<file path="config.mk">
export PLATFORM = sky130hd
export DESIGN_NAME = branch_history_predictor
export DESIGN_NICKNAME = d
export VERILOG_FILES = /design/src/rtl/branch_history_predictor.sv
export SDC_FILE = /design/constraint.sdc
export NUM_CORES = 1
export LEC_CHECK = 0
export CAP_MARGIN = 40
export CORE_MARGIN = 3
export CORE_UTILIZATION = 35
export DETAILED_ROUTE_END_ITERATION = 10
export HOLD_SLACK_MARGIN = 0.08
export SLEW_MARGIN = 20
export SYNTH_ARGS = -nofsm -noshare
export SYNTH_HDL_FRONTEND = slang
export SYNTH_SLANG_ARGS = --single-unit
</file>
<file path="constraint.sdc">
create_clock -name clk_i -period 6.79 [get_ports clk_i]
set_input_delay 1.358 -clock clk_i [delete_from_list [all_inputs] [get_ports clk_i]]
set_output_delay 1.358 -clock clk_i [all_outputs]
set_load 0.03 [all_outputs]
</file>
<file path="src/rtl/branch_history_predictor.sv">
// rtl/branch_history_predictor.sv - 2-bit saturating counter branch direction predictor (bimodal or gshare)
//
// Purpose: table of 2**IDX_W two-bit counters indexed by fetch PC bits, optionally
// XORed with a global history register. Fetch gets a registered prediction one cycle
// after a lookup. The execute stage trains the counters through the resolve port.
//
// Optional feature macro: GSHARE_EN
//   defined   : index = FetchPC_i[IDX_W+1:2] ^ GHR, GHR shifts in each resolved outcome
//   undefined : bimodal, index = FetchPC_i[IDX_W+1:2], no history register
//
// Ports:
//   clk_i, rst_ni         clock, asynchronous active-low reset
//   FetchValid_i          lookup request this cycle
//   FetchPC_i             PC of the fetched instruction
//   PredValid_o           prediction valid (one cycle after the request)
//   PredTaken_o           predicted direction, 1 = taken
//   PredIdx_o             table index used, returned later as ResIdx_i
//   ResValid_i            a conditional branch resolved this cycle
//   ResTaken_i            actual outcome
//   ResPredTaken_i        prediction originally given to the branch
//   ResIdx_i              index originally returned in PredIdx_o
//   Mispredict_o          combinational misprediction flag
module branch_history_predictor #(
    parameter int IDX_W = 6,
    parameter int GHR_W = IDX_W
) (
    input  logic             clk_i,
    input  logic             rst_ni,
    input  logic             FetchValid_i,
    input  logic [31:0]      FetchPC_i,
    output logic             PredValid_o,
    output logic             PredTaken_o,
    output logic [IDX_W-1:0] PredIdx_o,
    input  logic             ResValid_i,
    input  logic             ResTaken_i,
    input  logic             ResPredTaken_i,
    input  logic [IDX_W-1:0] ResIdx_i,
    output logic             Mispredict_o
);

    localparam int DEPTH = 2 ** IDX_W;

    logic [1:0]       cnt_q [DEPTH];
    logic [IDX_W-1:0] lookup_idx;
    logic [1:0]       res_cnt;
    logic [1:0]       res_cnt_next;
    logic [1:0]       pred_cnt;

    // Only the word-aligned index bits of the PC select a counter.
    logic unused_pc_bits;
    assign unused_pc_bits = ^{FetchPC_i[31:IDX_W+2], FetchPC_i[1:0]};

`ifdef GSHARE_EN
    logic [GHR_W-1:0] ghr_q;

    // History is non-speculative: it only advances when a branch resolves.
    always_ff @(posedge clk_i or negedge rst_ni) begin
        if (!rst_ni) begin
            ghr_q <= '0;
        end else if (ResValid_i) begin
            ghr_q <= {ghr_q[GHR_W-2:0], ResTaken_i};
        end
    end

    assign lookup_idx = FetchPC_i[IDX_W+1:2] ^ ghr_q;
`else
    logic [GHR_W-1:0] unused_ghr_w;
    assign unused_ghr_w = '0;

    assign lookup_idx = FetchPC_i[IDX_W+1:2];
`endif

    // Saturating next value of the counter being trained.
    always_comb begin
        res_cnt      = cnt_q[ResIdx_i];
        res_cnt_next = res_cnt;
        if (ResTaken_i) begin
            if (res_cnt != 2'b11) begin
                res_cnt_next = res_cnt + 2'd1;
            end
        end else begin
            if (res_cnt != 2'b00) begin
                res_cnt_next = res_cnt - 2'd1;
            end
        end
    end

    // Write-first bypass: a lookup colliding with this cycle's update sees the trained value.
    always_comb begin
        pred_cnt = cnt_q[lookup_idx];
        if (ResValid_i && (ResIdx_i == lookup_idx)) begin
            pred_cnt = res_cnt_next;
        end
    end

    always_ff @(posedge clk_i or negedge rst_ni) begin
        if (!rst_ni) begin
            for (int i = 0; i < DEPTH; i++) begin
                cnt_q[i] <= 2'b01;
            end
        end else if (ResValid_i) begin
            cnt_q[ResIdx_i] <= res_cnt_next;
        end
    end

    // PredIdx_o deliberately holds on idle cycles; valid and taken drop to 0.
    always_ff @(posedge clk_i or negedge rst_ni) begin
        if (!rst_ni) begin
            PredValid_o <= 1'b0;
            PredTaken_o <= 1'b0;
            PredIdx_o   <= '0;
        end else if (FetchValid_i) begin
            PredValid_o <= 1'b1;
            PredTaken_o <= pred_cnt[1];
            PredIdx_o   <= lookup_idx;
        end else begin
            PredValid_o <= 1'b0;
            PredTaken_o <= 1'b0;
        end
    end

    assign Mispredict_o = ResValid_i & (ResTaken_i != ResPredTaken_i);

endmodule

</file>
==> metrics.md <==
| Metric | Value |
|---|---|
| Status | complete, no violations |
| Setup Fix Bufs, Post-CTS | 0 |
| Synthesized cell area | 7458 µm² |
| Async SR Flop Fraction | 100.0% |
| Die Y | 152.0 µm |
| Setup CP Type | in2reg |
| Skew final | 0.009142 ns |
| Pin count of the biggest net entering global routing | 69 |
| # nets final | 731 |
| Antenna violations before repair | 0 |
| Critical path arrival | 4.95 ns |
| Clock tree from TritonCTS | built |
| Post-synth EDFFs | 0 |
| Clock latency at the later pin of the worst-skew pair | 0.43 ns |
| Synth area leader | dfrtp_1 |
| GRT overflow | 0 |
| Sequential cell fraction of total power | 42.3% |
| Synth cell types | 53 |
| Vias in the first global route | 5444 |
| PnR worst setup slack | 2.153 ns |
| Hold buffers post-CTS | 0 |
| Total Wirelength | 20180 µm |
| Comb pwr share | 22.2% |
| Top delay family on crit path | buffers and inverters |
| Crit-path max FO | 46 |
| Cts repair resizes | 0 |
| Clock Tree Buf Depth | 2 |
| Initial Util | 36.28% |
| Synth Area per Inst | 11.00 µm² |
| Worst path cell trace | clkdlybuf4s50_1, nand3b_1, nor3b_1, a31oi_1, o2111ai_1, buf_4, o21ai_4, buf_4, a31oi_1 |
| TNS Setup | 0 ns |
| Syn Inst Count | 678 |
| GRT Total Usage | 17.92% |
| Avg WL per Cell | 20.81 µm |
| Ant. Diodes | 0 |
| H-tree depth | 4 |
| P_int | 1.902 mW |
| Final setup violation count | 0 |
| Startpoint types | input port |
| Synthesized Nets | 722 |
| Critical path's slowest cell | clkdlybuf4s50_1 |
| DR vias | 5632 |
| Ys flop type | dfrtp_1 |
| Ys Warns | 0 |
| CP required | 7.11 ns |
| Switch share | 29.31% |
| Vias/cell | 5.806 |
| FMAX | 0.2157 GHz |
| Full die area | 23100 µm² |
| Die Wd | 152.0 µm |
| FP Rows | 52 |
| Share of layout cells above drive strength 1 | 28.14% |
| Final slew viol count | 0 |
| Slew @ Worst Pin | 0.7565 ns |
| Worst hold path class | reg2reg |
| Leakage Power | 3.171 nW |
| Crit end category | register |
| Net Sw Power | 788.6 µW |
| Register area share after synthesis | 46.70% |
| Period utilization | 68.29% |
| Worst IR Drop VDD | 0.1455 mV |
| Total CTS buffers | 17 |
| Core area | 20560 µm² |
| I/O pins | 53 |
| RSZ-0062 raised after global routing | false |
| DRC Markers | 0 |
| First-pass GRT wire length | 32480 µm |
| Reg clk slew, reported paths | 0.06 ns |
| Root buffer cell | clkbuf_16 |
| Worst slew margin relative to its limit | 49.43% |
| Max_cap viols | 0 |
| Placed wire-length estimate | 12850 µm |
| Worst path max stage delay | 0.93 ns |
| Pwr Density | 316.6 nW/µm² |
| Largest cells by area after synthesis | dfrtp_1 (24%), dfstp_2 (23%), mux4_2 (12%) |
| Buf/Inv on CP | 3 |
| I/O Buffers | 26 |
| FF+latch count, synth | 136 |
| Fin. Hold Viols | 0 |
| Gpl congestion | 0.8201 |
| Post-synth top area share | 24.16% |
| Post-route ant nets | 0 |
| Area delta synth->final | 13.96% |
| Pre-Repair DR Iteration Count | 6 |
| CTS sink count | 136 |
| Clock power frac | 35.5% |
| Layout filler cell count | 1991 |
| Pre-CTS setup slack | 1.632 ns |
| Final min period | 4.637 ns |
| Number of DRC markers in iteration 0 | 626 |
[cell families after synthesis]
family / after synthesis / synth area share [%]
mux: 61 / 16.26
simple gates: 259 / 15.28
flops: 136 / 46.70
compound gates: 158 / 15.85
xor+xnor: 7 / 0.8220
buf+inv: 57 / 5.083
[flip-flops by register name, summed over array words and instances (netlist names)]
register,flops
PredValid_o,1
cnt_q,128
PredTaken_o,1
PredIdx_o,6
[metrics by stage]
stage                     instances  util [%]  cell area, µm²  hold WS, ns  power [mW]
final                           970     41.34            8499       0.4970       2.691
after global routing            970     41.34            8499       0.5139       2.823
after CTS                       967     41.12            8454       0.4986       2.700
after detailed placement        935     38.16            7846       0.4900       1.745
after global placement          932     37.90            7791       0.4861       1.724
after floorplan                 678         -            7458       0.4782       1.577
[routing by layer]
metal / GRT usage (%) / routed length, µm
met4: 6.507 / 541
met1: 25.95 / 9168
met3: 4.778 / 1482
met2: 25.93 / 8988
met5: 0 / 0
[area by class of cell]
cell class	instances	area, µm²	area share (%)
flip-flops and latches	136	3483	40.98
clock inverters	11	147.6	1.737
repair buffers	45	444.2	5.226
well taps	270	337.8	3.975
inverters	2	7.507	0.08833
clock buffers	21	460.4	5.417
multi-input cells	485	3618	42.57
[cells in the final DEF, fill, tap and decap left out, types with 4 or more instances in the layout]
master | synthesis | final
a21oi_1 | 4 | 4
a31oi_1 | 109 | 109
a31oi_2 | 20 | 20
and3_1 | 4 | 4
buf_4 | 1 | 14
clkbuf_16 | 0 | 17
clkdlybuf4s50_1 | 0 | 22
clkinvlp_4 | 0 | 4
dfrtp_1 | 72 | 72
dfstp_2 | 64 | 64
mux2_2 | 6 | 6
mux2i_1 | 9 | 9
mux4_1 | 5 | 5
mux4_2 | 41 | 41
nand2_1 | 11 | 11
nand3_1 | 11 | 11
nand3b_1 | 5 | 5
nor2_1 | 196 | 196
nor2b_1 | 4 | 4
nor3b_1 | 5 | 5
or3b_2 | 5 | 5
xor2_1 | 4 | 4
[final timing paths]
path	start	to	slack, ns	depth (start not counted)
max	ResIdx_i[5]	cnt_q[58]	2.15	9
min	cnt_q[14]	cnt_q[14]	0.50	2
max reg2reg	cnt_q[125]	cnt_q[58]	3.45	7
min reg2reg	cnt_q[14]	cnt_q[14]	0.50	2
max in group asynchronous	rst_ni	cnt_q[102]	4.72	3
min in group asynchronous	rst_ni	cnt_q[13]	0.93	1
[worst register-to-register path, cell delays in order, from the launching register on]
cell and delay [ns]:
dfrtp_1 0.41, mux4_1 0.49, and3_1 0.21, a2111oi_2 0.39
o2111ai_2 0.38, o21ai_4 0.59, buf_4 0.56, a31oi_1 0.21
[power by group through the flow]
stage	Clock [mW]	Sequential, mW	Combinational, mW
2_1_floorplan	0	1.12	0.459
3_3_place_gp	0	1.14	0.582
3_5_place_dp	0	1.15	0.597
4_1_cts	0.966	1.14	0.596
5_1_grt	1.01	1.16	0.656
6_report	0.955	1.14	0.598
[cell usage after synthesis (all sizes together), types with 4 or more instances]
| master | instances |
|---|---|
| o31ai | 4 |
| buf | 43 |
| o21ai | 5 |
| mux2 | 6 |
| mux4 | 46 |
| and3 | 4 |
| nor3b | 5 |
| nor2b | 4 |
| dfstp | 64 |
| xor2 | 4 |
| nand3b | 5 |
| dfrtp | 72 |
| nand2 | 11 |
| mux2i | 9 |
| a21oi | 4 |
| nand3 | 11 |
| nor2 | 196 |
| clkbuf | 12 |
| a31oi | 129 |
| or3b | 5 |
Note: power is estimated with default switching activity, not from simulation.
